`config.mk`:
```
export PLATFORM = sky130hd
export DESIGN_NAME = wb_scoreboard
export DESIGN_NICKNAME = d
export VERILOG_FILES = /design/src/rtl/wb_scoreboard_pkg.sv /design/src/rtl/wb_scoreboard_cell.sv /design/src/rtl/wb_scoreboard.sv
export SDC_FILE = /design/constraint.sdc
export NUM_CORES = 1
export LEC_CHECK = 0
export CORE_ASPECT_RATIO = 0.6
export CORE_MARGIN = 3
export CORE_UTILIZATION = 55
export DETAILED_ROUTE_END_ITERATION = 10
export HOLD_SLACK_MARGIN = 0.15
export PLACE_DENSITY = 0.76
export SETUP_SLACK_MARGIN = 0.15
export SYNTH_ARGS = -nofsm -noshare
export SYNTH_HDL_FRONTEND = slang
export SYNTH_SLANG_ARGS = --single-unit
```
`constraint.sdc`:
```
create_clock -name clk -period 9.2 [get_ports clk]
set_input_delay 2.3 -clock clk [delete_from_list [all_inputs] [get_ports clk]]
set_output_delay 2.3 -clock clk [all_outputs]
set_load 0.01 [all_outputs]
```
`src/rtl/wb_scoreboard_pkg.sv`:
```
// wb_scoreboard_pkg: shared sizes and types for the register write-back scoreboard
package wb_scoreboard_pkg;
  localparam int NUM_REGS = 16;
  localparam int ADDR_W = 4;
  localparam int CNT_W = 2;
  typedef logic [ADDR_W-1:0] reg_idx_t;
  typedef logic [CNT_W-1:0] pend_cnt_t;
  localparam pend_cnt_t CNT_MAX = '1;
endpackage

```
`src/rtl/wb_scoreboard_cell.sv`:
```
// sb_cell: saturating pending-write counter for one architectural register
module sb_cell
  import wb_scoreboard_pkg::*;
(
  input  logic      clk,
  input  logic      rst,
  input  logic      i_inc,
  input  logic      i_dec,
  output pend_cnt_t o_cnt,
  output logic      o_nonzero,
  output logic      o_ovf_pulse,
  output logic      o_udf_pulse
);
  pend_cnt_t r_cnt;
  logic      r_nz;
  pend_cnt_t w_nxt;
  always_comb begin
    o_ovf_pulse = i_inc & ~i_dec & (r_cnt == CNT_MAX);
    o_udf_pulse = ~i_inc & i_dec & (r_cnt == '0);
    w_nxt = (i_inc & ~i_dec & ~o_ovf_pulse) ? r_cnt + 1'b1 :
            (~i_inc & i_dec & ~o_udf_pulse) ? r_cnt - 1'b1 : r_cnt;
  end
  always_ff @(posedge clk or posedge rst)
    if (rst) begin
      r_cnt <= '0;
      r_nz  <= 1'b0;
    end else begin
      r_cnt <= w_nxt;
      r_nz  <= |w_nxt;
    end
  assign o_cnt = r_cnt;
  assign o_nonzero = r_nz;
endmodule

```
`src/rtl/wb_scoreboard.sv`:
```
// wb_scoreboard: per-register pending counters between ID issue and WB write-back,
// with same-cycle write-back bypass into the ID hazard check
module wb_scoreboard
  import wb_scoreboard_pkg::*;
(
  input  logic                clk,
  input  logic                rst,
  input  logic                issue_valid,
  input  logic                issue_wb_en,
  input  reg_idx_t            issue_dest,
  input  reg_idx_t            src1,
  input  logic                src1_used,
  input  reg_idx_t            src2,
  input  logic                two_src,
  input  logic                writeBackEn,
  input  reg_idx_t            Dest_wb,
  output logic                hazard,
  output logic [NUM_REGS-1:0] pending,
  output logic                idle,
  output logic                err_overflow,
  output logic                err_underflow
);
  pend_cnt_t           w_cnt [NUM_REGS];
  logic [NUM_REGS-1:0] w_hit, w_inc, w_busy, w_ovf, w_udf;
  logic                w_accept;
  logic                r_err_ovf, r_err_udf;
  for (genvar g = 0; g < NUM_REGS; g++) begin : g_cell
    pend_cnt_t w_eff;
    assign w_hit[g] = writeBackEn & (Dest_wb == reg_idx_t'(g));
    assign w_inc[g] = w_accept & (issue_dest == reg_idx_t'(g));
    assign w_eff = w_cnt[g] - pend_cnt_t'(w_hit[g]);
    assign w_busy[g] = |w_eff;
    sb_cell u_cell (
      .clk        (clk),
      .rst        (rst),
      .i_inc      (w_inc[g]),
      .i_dec      (w_hit[g]),
      .o_cnt      (w_cnt[g]),
      .o_nonzero  (pending[g]),
      .o_ovf_pulse(w_ovf[g]),
      .o_udf_pulse(w_udf[g])
    );
  end
  assign hazard = (src1_used & w_busy[src1]) | (two_src & w_busy[src2]);
  assign w_accept = issue_valid & issue_wb_en & ~hazard;
  assign idle = ~|pending;
  always_ff @(posedge clk or posedge rst)
    if (rst) begin
      r_err_ovf <= 1'b0;
      r_err_udf <= 1'b0;
    end else begin
      r_err_ovf <= r_err_ovf | (|w_ovf);
      r_err_udf <= r_err_udf | (|w_udf);
    end
  assign err_overflow = r_err_ovf;
  assign err_underflow = r_err_udf;
endmodule

```
======== After elaboration in Yosys (flattened, before gate mapping) ========
Cells that the tools add are included.
word-level totals
  logic and storage cells ................. 420
  register bits after elaboration ......... 50
  output and inout bits ................... 20
  input port bits ......................... 23
cells by class
  $lt $le $gt $ge ......................... 2
  muxes and demuxes ....................... 36
  $add $sub $neg .......................... 48
  reductions and logical operators ........ 54
  eq/ne operators ......................... 46
  bitwise gates (word level) .............. 200
operators by type and width
  operator                                                     count
  bitwise AND 1 bit                                            132
  inverter 1 bit                                               65
  == test 4 bit (second input constant)                        16
  2-to-1 mux 2 bit                                             32
  OR reduction 2 bit                                           32
  OR reduction 16 bit                                          3
  adder 2 x 1 -> 2 bit (second input constant)                 16
  == test 2 bit (second input constant)                        16
  == test 4 x 3 -> 1 bit (second input constant)               8
  zero test 2 bit                                              16
  subtractor 2 x 1 -> 2 bit                                    16
  subtractor 2 x 1 -> 2 bit (second input constant)            16
  == test 4 x 2 -> 1 bit (second input constant)               4
  less-than comparator 4 x 5 -> 1 bit (second input constant)  2
  binary-select mux 1 bit (select 4 bit)                       2
  == test 4 x 1 -> 1 bit (second input constant)               2
  zero test 4 bit                                              2
  bitwise OR 1 bit                                             3
  2-to-1 mux 1 bit                                             2
  zero test 1 bit                                              1

======== Longest topological paths before layout ========
Gate-level depths: netlist of run 1.
  word-level depth ........................ 19
  mapped depth ............................ 13
  depth with buffers taken out ............ 10

======== Cells and area by module ========
A second synthesis of run 1 with hierarchy kept.
second synthesis, totals
  cells, all modules ...................... 555
  area total of the unflattened synthesis .. 4,454.3 µm²
by module, submodules not included
  module         cells an instance  area an instance (µm²)  times used
  sb_cell        24                 207.7                   16
  wb_scoreboard  171                1,131.1                 1

======== Worst setup path after synthesis of run 1 ========
OpenSTA, ideal clock, no wires.
  kind .................................... input to output
  from .................................... input Dest_wb[2]
  to ...................................... output hazard
  setup slack ............................. 2,918 ps
  buffers on the path ..................... 2
  cell stages on the path ................. 8
  arrival time ............................ 3,982 ps
  required time ........................... 6,900 ps
  cell sequence ........................... buf_4 -> or3b_4 -> nor3_1 -> nor4_1 -> a2111oi_0 -> a221o_1 -> a22o_4 -> buf_6
between the ends
  cells in the longest elaborated chain, start to end .. 8
  elaborated cells on any way between the ends .. 71
  classes of those cells .................. 16 x add/sub; 15 x eq/ne; 4 x mux; 19 x bitwise; 17 x reduce/logical
RTL lines
  item                                                  line                 source
  start, declared                                       wb_scoreboard.sv:16  input reg_idx_t Dest_wb,
  == test 4 x 1 -> 1 bit, or another cell as far along  wb_scoreboard.sv:29  assign w_hit[g] = writeBackEn & (Dest_wb == reg_idx_t'(g));
  bitwise AND 1 bit                                     wb_scoreboard.sv:29
  subtractor 2 x 1 -> 2 bit                             wb_scoreboard.sv:31  assign w_eff = w_cnt[g] - pend_cnt_t'(w_hit[g]);
  OR reduction 2 bit                                    wb_scoreboard.sv:32  assign w_busy[g] = |w_eff;
  binary-select mux 1 bit (select 4 bit)                wb_scoreboard.sv:44  assign hazard = (src1_used & w_busy[src1]) | (two_src & w_busy[src2]);
  2-to-1 mux 1 bit (implied by the code)                wb_scoreboard.sv:44
  bitwise AND 1 bit                                     wb_scoreboard.sv:44
  bitwise OR 1 bit (*)                                  wb_scoreboard.sv:44
  end, declared                                         wb_scoreboard.sv:17  output logic hazard,
Every way passes the cells marked *; elsewhere a longest branch is shown, timed or not. The select of a mux whose other input is x is not followed.

======== Worst setup path in the final report of run 1 ========
  from .................................... input Dest_wb[1]
  to ...................................... output hazard
The elaborated chain is that of the path after synthesis.

==> results.py, run 1 <==
metrics = {
    "place": {
        "dpl.cell_count": 671,
        "routabilityCongestion": 0.985,
        "dpl_cell_area_um2": 4920,
        "dp_hpwl_mm": 11.7,
        "io_buffers": 42,
    },
    "critical_path": {
        "critPathKind": "in2out",
        "cp-end-kind": "output pin",
        "worstPathRequired_ns": 6.90,
        "path_common_cell": "clkdlybuf4s50_1",
        "worstSetupStartpointType": "primary input",
        "crit_fanout": 18,
        "crit_chain": "clkdlybuf4s50_1, nor2b_1, nand3_1, and4_1, nor4_1, a221o_1, a22o_4, clkdlybuf4s50_1",
        "worst_path_max_delay_cell": "clkdlybuf4s50_1",
        "critPathArrivalTime_ns": 5.30,
        "cpPeakStageDelay_ns": 0.59,
    },
    "global_route": {
        "grt_max_degree": 51,
        "antenna_found_initial": 1,
        "gr-total-overflow": 0,
        "grt_pass1_vias": 4269,
        "gr-usage-all-layers": 0.321,
        "grt_pass1_wl_mm": 23.4,
    },
    "clock_tree": {
        "root_buffer": "clkbuf_16",
        "clock-sinks": 50,
        "htreeDepth": 2,
        "clk_pin_slew_ns": 0.07,
        "post_cts_resized": 0,
        "clk_latency_ns": 0.29,
        "post-cts-setup-buffers": 0,
        "cts_hold_buffers": 0,
        "clockBufferDepth": 2,
        "cts_buffers": 5,
        "cts_tree": "built",
    },
    "detailed_routing": {
        "dr.first_iter.drc_count": 526,
        "via_per_inst": 6.58,
        "wl_mm": 14.7,
        "drc": 0,
        "vias": 4453,
        "ant_nets": 0,
        "wire_per_inst_um": 21.8,
        "firstDrtPassIters": 5,
    },
    "synth": {
        "synth_warnings": 0,
        "synth.cell_area_um2": 4560,
        "avgSynthCellArea_um2": 8.26,
        "async_flop_share": 1.00,
        "synth_seq_cells": 50,
        "synth_edf_count": 0,
        "synth-seq-area-share": 0.274,
        "synth.distinct_cells": 71,
        "syn-num-nets": 607,
        "syn_inst": 552,
        "yosys_most_used_dff": "dfrtp_1",
    },
    "run": {
        "maxCapViolations": 0,
    },
    "floorplanning": {
        "num_io_pins": 43,
        "die_h_um": 76.5,
        "fp.coreArea_um2": 7980,
        "die_w_um": 124,
        "num_rows": 25,
        "dieArea_um2": 9460,
        "start_util": 0.572,
    },
    "power": {
        "power_uw": 1300,
        "power_density_nw_per_um2": 257,
        "p_leak_uw": 0.00208,
        "ir_worst_vdd_mv": 0.150,
    },
    "finish": {
        "finalNonFillerCells": 677,
        "fin_nets": 625,
        "syn2layout_area_growth_pct": 11.0,
        "drive_above_1_share": 0.0475,
        "fin_area_um2": 5060,
        "antenna_cells": 0,
    },
    "timing": {
        "report.final.slew_viol_count": 0,
        "period_share": 0.826,
        "worstMarginPinSlew_ns": 1.10,
        "hold_violations": 0,
        "relSlewSlack": 0.267,
        "hold_slack_ns": 0.518,
        "fin_crit_ns": 7.60,
        "fin_skew_ns": 0.00753,
        "setup-tns-final_ns": 0,
        "setup_viol": 0,
        "max_freq_mhz": 132,
        "grt_setup_unrepaired": "false",
    },
    "hold_path": {
        "hp-class": "reg2reg",
    },
    "status": {
        "status": "finished, final reports clean",
    },
}
-- path summary, 6_finish.rpt --
check / to / slack [ns] / startpoint / cells past startpoint
max: hazard / 1.60 / Dest_wb[1] / 8
max in group asynchronous: g_cell[13].u_cell.o_cnt[1] / 5.90 / rst / 2
min in group asynchronous: g_cell[0].u_cell.o_cnt[1] / 2.61 / rst / 2
min reg2reg: err_overflow / 0.52 / err_overflow / 2
max reg2reg: err_underflow / 5.55 / g_cell[2].u_cell.o_cnt[0] / 10
min: err_overflow / 0.52 / err_overflow / 2
-- cells by family (layout without fill, tap and decap cells) --
| logic type | count (synthesis) | in the layout | share of synthesized area |
|---|---|---|---|
| adder cells (fa/ha/maj) | 32 | 32 | 0.0878 |
| XOR/XNOR | 16 | 16 | 0.0307 |
| AO/OA/AOI/OAI | 119 | 119 | 0.187 |
| AND/OR/NAND/NOR | 243 | 243 | 0.301 |
| multiplexers | 18 | 18 | 0.0414 |
| flip-flops | 50 | 50 | 0.274 |
| buffers and inverters | 74 | 91 | 0.0784 |
-- layout make-up --
cell class | instances | area (um^2)
clock buffer | 6 | 139
fill | 723 | 2910
inverter | 42 | 158
multi-input combinational | 428 | 2950
sequential | 50 | 1250
tap | 108 | 135
timing repair buffer | 43 | 428
-- metal layers --
layer,wire length (um),GRT usage,share of wire,up-vias
met2,6030,0.448,0.41,200
met4,250,0.0641,0.017,2
li1,-,-,-,2045
met5,13,0,0.00088,-
met3,1430,0.0942,0.097,28
met1,7020,0.488,0.48,2178
-- report_power, final --
part           internal [uW]  leakage, uW  switching, uW  total [uW]
clock network            105    0.0000688           80.4         186
registers                321     0.000559            143         464
logic                    301      0.00145            351         652
total                    728      0.00208            575        1300
-- registers in the layout, indices dropped and copies added, names as in the netlist --
register and cells:
g_cell.u_cell.o_cnt 32, g_cell.u_cell.o_nonzero 16, err_overflow 1, err_underflow 1
-- cell usage in the layout, fill, tap and decap left out, drive strengths merged, types with 15 or more instances in the layout --
cell / n
nor2: 57
dfrtp: 50
nand2: 43
clkdlybuf4s50: 42
inv: 42
ha: 32
a21oi: 23
nor3: 23
xnor2: 16
nand3: 15
-- critical path, delay by kind of cell --
kind | cells | cell delay (ns)
simple gates | 4 | 1.32
buf+inv | 2 | 1.18
compound gates | 2 | 0.48
-- through the flow --
step                 util  worst slack (ns)
detailed placement  0.617              1.64
global placement    0.617              1.58
floorplan               -              2.92
finish              0.635              1.60
CTS                 0.635              1.64
global route        0.635              1.50
-- Yosys cell counts, types with 4 or more instances --
| library cell | count | area [um^2] |
|---|---|---|
| mux2i_1 | 11 | 110 |
| and3_1 | 8 | 50.1 |
| nand3_1 | 15 | 75.1 |
| a22oi_1 | 10 | 75.1 |
| a31oi_1 | 12 | 75.1 |
| and2_1 | 7 | 43.8 |
| o21bai_1 | 4 | 30.0 |
| nand2_1 | 43 | 161 |
| dfrtp_1 | 50 | 1250 |
| a21oi_1 | 23 | 115 |
| a211o_1 | 5 | 43.8 |
| nand3b_1 | 5 | 37.5 |
| clkbuf_1 | 10 | 37.5 |
| ha_1 | 32 | 400 |
| a221o_1 | 4 | 40.0 |
| a32oi_1 | 5 | 43.8 |
| and3b_1 | 4 | 35.0 |
| nor3_1 | 21 | 105 |
| or3_1 | 4 | 25.0 |
| nor2_1 | 57 | 214 |
| inv_1 | 42 | 158 |
| o21ai_0 | 11 | 55.1 |
| nor2b_1 | 12 | 75.1 |
| mux2_2 | 7 | 78.8 |
| xnor2_1 | 16 | 140 |
| nand2b_1 | 5 | 31.3 |
| o211ai_1 | 8 | 60.1 |
| nor4b_1 | 5 | 43.8 |
| and4_1 | 6 | 52.6 |
| nand4_1 | 14 | 87.6 |
| buf_4 | 19 | 143 |
| nand4b_1 | 4 | 35.0 |
| nor4_1 | 13 | 81.3 |
(Power assumes the default switching activity.)
==> run 2, diff against run 1 <==
CORE_UTILIZATION = 53   (was 55)
PLACE_DENSITY = 0.77   (was 0.76)
clock period = 6.85 ns   (was 9.2 ns; I/O delays follow)
==> run 2 against run 1 <==
Register-to-register slack worse by 2.1 ns; count of clock-buffer cells in the layout up 1; highest routed layer is now met4; core utilization down 0.22 points; die area up 3.5%; combinational power up 38%; power up 39%; first-iteration DRC count down 1.3%; critical endpoint unchanged; routed wire length up 5.8%; global-route usage down 0.087 points; via count up 3.4%; sequential cell count unchanged; clock power up 53%.
==> results.py, run 2 (same netlist as run 1, synthesis figures left out) <==
metrics = {
    "status": {
        "status": "finished, final reports clean",
    },
    "timing": {
        "grt_setup_unrepaired": "false",
        "report.final.slew_viol_count": 0,
        "max_freq_mhz": 154,
        "fin_skew_ns": 0.00958,
        "relSlewSlack": 0.269,
        "period_share": 0.946,
        "worstMarginPinSlew_ns": 1.10,
        "hold_violations": 0,
        "setup_viol": 0,
        "fin_crit_ns": 6.48,
        "setup-tns-final_ns": 0,
    },
    "critical_path": {
        "crit_fanout": 18,
        "r2r_cells": 11,
        "cp-end-kind": "output pin",
        "critPathKind": "in2out",
        "crit-reg2reg-launch": "g_cell[10].u_cell.o_cnt[0]",
        "r2r_setup_slack_ns": 3.47,
        "worstPathRequired_ns": 5.14,
        "worstSetupStartpointType": "primary input",
        "critPathArrivalTime_ns": 4.77,
        "r2r_end": "err_underflow",
    },
    "place": {
        "dp_hpwl_mm": 12.3,
        "dpl.cell_count": 676,
        "routabilityCongestion": 1.02,
        "io_buffers": 42,
    },
    "finish": {
        "syn2layout_area_growth_pct": 12.3,
        "fin_nets": 630,
        "layout.area.seq_um2": 1250,
        "largest_register_ffs": 32,
        "finalNonFillerCells": 684,
        "drive_above_1_share": 0.0556,
        "layout_commonest_cell": "nor2_1",
        "antenna_cells": 0,
        "multi_input_area_um2": 2950,
        "fin_util": 0.633,
        "fillCellCount": 688,
        "final_cell_mix": "nor2_1, dfrtp_1, nand2_1",
    },
    "global_route": {
        "antenna_found_initial": 0,
        "gr-total-overflow": 0,
        "gr-usage-all-layers": 0.320,
        "grt_max_degree": 51,
        "grt_pass1_wl_mm": 24.4,
        "grt_pass1_vias": 4376,
    },
    "floorplanning": {
        "dieArea_um2": 9790,
        "start_util": 0.563,
        "die_h_um": 77.9,
        "num_rows": 25,
        "die_w_um": 126,
        "fp.coreArea_um2": 8100,
        "num_io_pins": 43,
    },
    "detailed_routing": {
        "drc": 0,
        "wl_mm": 15.6,
        "dr.first_iter.drc_count": 519,
        "ant_nets": 0,
        "via_per_inst": 6.73,
        "vias": 4604,
        "firstDrtPassIters": 5,
        "wire_per_inst_um": 22.8,
    },
    "hold_path": {
        "holdPathStages": 2,
        "hold_start": "err_overflow",
        "hp-class": "reg2reg",
        "hold_end": "err_overflow",
    },
    "clock_tree": {
        "clk_pin_slew_ns": 0.07,
        "htreeDepth": 2,
        "post-cts-setup-buffers": 0,
        "clock-sinks": 50,
        "clk_latency_ns": 0.29,
        "cts_hold_buffers": 0,
        "clockBufferDepth": 2,
        "cts_tree": "built",
        "cts_buffers": 5,
        "root_buffer": "clkbuf_16",
        "post_cts_resized": 0,
    },
    "power": {
        "power_density_nw_per_um2": 353,
        "power_uw": 1810,
        "p_leak_uw": 0.00211,
        "ir_worst_vdd_mv": 0.199,
    },
    "run": {
        "maxCapViolations": 0,
    },
}
[run 2: cell count changes in the layout (fill, tap and decap cells not counted)]
cell and change:
buf_4 +5, bufinv_16 +1, clkbuf_1 +2, clkbuf_8 -1
[run 2: stage by stage]
stage / area, um^2 / setup WS, ns / hold slack, ns
2_1_floorplan: 4560 / 1.74 / 0.459
3_3_place_gp: 4960 / 0.414 / 0.484
3_5_place_dp: 4960 / 0.448 / 0.504
4_1_cts: 5120 / 0.446 / 0.520
5_1_grt: 5120 / 0.335 / 0.557
6_report: 5120 / 0.367 / 0.523
[run 2: cell type report]
class | count | share of cell area
flip-flops and latches | 50 | 0.244
inverters | 42 | 0.0308
well taps | 108 | 0.0264
clock buffers | 7 | 0.0259
multi-input cells | 428 | 0.576
clock inverters | 1 | 0.00586
repair buffers | 48 | 0.0908
[run 2: per-layer routing]
metal | global-route usage | up-vias | share of wire
met3 | 0.0839 | 32 | 0.11
met4 | 0.0535 | 0 | 0.015
met5 | 0 | - | 0
met1 | 0.465 | 2237 | 0.46
li1 | - | 2056 | -
met2 | 0.486 | 279 | 0.41
[run 2: how the worst max path moves through the flow]
| stage | startpoint | endpoint | slack (ns) | cells after the start |
|---|---|---|---|---|
| floorplan | Dest_wb[2] | hazard | 1.74 | 8 |
| global placement | Dest_wb[1] | hazard | 0.41 | 8 |
| detailed placement | Dest_wb[1] | hazard | 0.45 | 8 |
| CTS | Dest_wb[1] | hazard | 0.45 | 8 |
| global route | Dest_wb[1] | hazard | 0.34 | 8 |
| finish | Dest_wb[1] | hazard | 0.37 | 8 |
[run 2: power breakdown]
part           internal, uW  total, uW  switching [uW]
Clock                   173        284             111
Combinational           407        898             491
Sequential              432        624             193
Total                  1010       1810             795
[run 2: critical path, cell delays in order]
cell,delay [ns]
clkdlybuf4s50_1,0.61
nor2b_1,0.54
a21oi_1,0.17
o211ai_1,0.20
a21oi_1,0.11
o311ai_0,0.47
a22o_4,0.35
clkdlybuf4s50_1,0.59
==> run 3, diff against run 2 <==
CORE_UTILIZATION = 55   (was 53)
GPL_TIMING_DRIVEN = 0   (was unset)
PLACE_DENSITY = 0.76   (was 0.77)
clock period = 7.6 ns   (was 6.85 ns; I/O delays follow)
==> run 3 against run 2 <==
Non-clock buffer count is 24 higher; power decreased by 11%; critical path depth increased by 2; largest power group unchanged; highest routed layer unchanged; cell count up 3.4%; largest cell class unchanged; sequential cell count unchanged; register-to-register slack better by 0.41 ns.
==> results.py, run 3 (same netlist as run 1, synthesis figures left out) <==
metrics = {
    "timing": {
        "fin_crit_ns": 6.96,
        "worstMarginPinSlew_ns": 0.991,
        "period_share": 0.916,
        "hold_slack_ns": 0.504,
        "setup_viol": 0,
        "grt_setup_unrepaired": "false",
        "setup-tns-final_ns": 0,
        "hold_violations": 0,
        "relSlewSlack": 0.334,
        "max_freq_mhz": 144,
        "report.final.slew_viol_count": 0,
        "fin_skew_ns": 0.00912,
    },
    "hold_path": {
        "hold_start": "err_overflow",
        "hold_end": "err_overflow",
        "holdPathStages": 2,
        "hp-class": "reg2reg",
    },
    "finish": {
        "largest_register_ffs": 32,
        "layout_commonest_cell": "nor2_1",
        "fillCellCount": 685,
        "finalNonFillerCells": 707,
        "syn2layout_area_growth_pct": 14.9,
        "drive_above_1_share": 0.0785,
        "antenna_cells": 0,
        "final_cell_mix": "nor2_1, dfrtp_1, nand2_1",
        "layout.area.seq_um2": 1250,
        "fin_nets": 654,
        "multi_input_area_um2": 2950,
    },
    "global_route": {
        "grt_pass1_wl_mm": 23.6,
        "gr-total-overflow": 0,
        "grt_pass1_vias": 4524,
        "grt_max_degree": 27,
        "antenna_found_initial": 0,
        "gr-usage-all-layers": 0.320,
    },
    "power": {
        "p_leak_uw": 0.00218,
        "ir_worst_vdd_mv": 0.202,
        "power_density_nw_per_um2": 307,
    },
    "floorplanning": {
        "die_h_um": 76.5,
        "dieArea_um2": 9460,
        "fp.coreArea_um2": 7980,
        "start_util": 0.572,
        "die_w_um": 124,
        "num_io_pins": 43,
        "num_rows": 25,
    },
    "critical_path": {
        "r2r_setup_slack_ns": 3.88,
        "critPathKind": "in2out",
        "crit_chain": "clkdlybuf4s50_1, or2_1, clkbuf_1, o21ai_0, a21boi_0, nor4_1, a221o_1, a22o_4, buf_6, clkdlybuf4s50_1",
        "r2r_end": "err_underflow",
        "cpPeakStageDelay_ns": 0.55,
        "crit_fanout": 10,
        "worst_path_max_delay_cell": "clkdlybuf4s50_1",
        "r2r_cells": 11,
        "critPathArrivalTime_ns": 5.06,
        "worstSetupStartpointType": "primary input",
        "crit-reg2reg-launch": "g_cell[2].u_cell.o_cnt[0]",
        "path_common_cell": "clkdlybuf4s50_1",
        "worstPathRequired_ns": 5.70,
        "cp-end-kind": "output pin",
    },
    "clock_tree": {
        "cts_tree": "built",
        "cts_hold_buffers": 0,
        "clock-sinks": 50,
        "post_cts_resized": 0,
        "htreeDepth": 2,
        "root_buffer": "clkbuf_16",
        "clk_pin_slew_ns": 0.06,
        "clk_latency_ns": 0.30,
        "clockBufferDepth": 2,
        "cts_buffers": 5,
        "post-cts-setup-buffers": 0,
    },
    "place": {
        "routabilityCongestion": 0.973,
        "dp_hpwl_mm": 11.5,
        "dpl.cell_count": 700,
        "io_buffers": 39,
    },
    "detailed_routing": {
        "firstDrtPassIters": 5,
        "dr.first_iter.drc_count": 532,
        "vias": 4568,
        "via_per_inst": 6.46,
        "wire_per_inst_um": 20.4,
        "drc": 0,
        "wl_mm": 14.4,
        "ant_nets": 0,
    },
    "run": {
        "maxCapViolations": 0,
    },
    "status": {
        "status": "finished, final reports clean",
    },
}
## run 3: changes by cell type in the layout (fill, tap and decap cells not counted), sizes merged
cell,before,now
clkdlybuf4s50,42,39
buf,6,23
bufinv,1,0
clkbuf,7,17
## run 3: power breakdown
part / total (uW) / leakage, uW / internal, uW / switching, uW
Combinational: 834 / 0.00156 / 411 / 423
Sequential: 555 / 0.000559 / 389 / 166
Clock: 219 / 0.0000640 / 121 / 98.1
## run 3: per-layer routing
| layer | vias up | GRT usage | wire [um] |
|---|---|---|---|
| met2 | 239 | 0.444 | 5850 |
| met5 | - | 0 | 0 |
| met1 | 2178 | 0.481 | 6800 |
| met4 | 0 | 0.0906 | 311 |
| li1 | 2113 | - | - |
| met3 | 38 | 0.0875 | 1440 |
## run 3: worst max-delay path, delay by kind of cell
family / cells / cell delay, ns
compound gates: 4 / 0.96
buf+inv: 4 / 1.51
simple gates: 2 / 0.67
## run 3: final cells by class
class	instances	share of cell area
inverters	42	0.0301
well taps	108	0.0258
flip-flops and latches	50	0.239
multi-input cells	428	0.564
plain buffers	32	0.0382
repair buffers	40	0.0783
clock buffers	7	0.0253
## run 3: through the flow
step / total power, uW / area, um^2 / util / worst slack (ns)
2_1_floorplan: 1090 / 4560 / - / 2.12
3_5_place_dp: 1370 / 5110 / 0.640 / 0.708
5_1_grt: 1730 / 5240 / 0.657 / 0.441
6_report: 1610 / 5240 / 0.657 / 0.636
4_1_cts: 1600 / 5240 / 0.657 / 0.707
3_3_place_gp: 1340 / 5090 / 0.638 / 0.722
## run 3: worst max path at each step
stage / depth (start not counted) / from / end / slack (ns)
CTS: 10 / Dest_wb[0] / hazard / 0.71
global route: 10 / Dest_wb[1] / hazard / 0.44
global placement: 9 / Dest_wb[0] / hazard / 0.72
detailed placement: 10 / Dest_wb[0] / hazard / 0.71
floorplan: 8 / Dest_wb[2] / hazard / 2.12
finish: 10 / Dest_wb[0] / hazard / 0.64
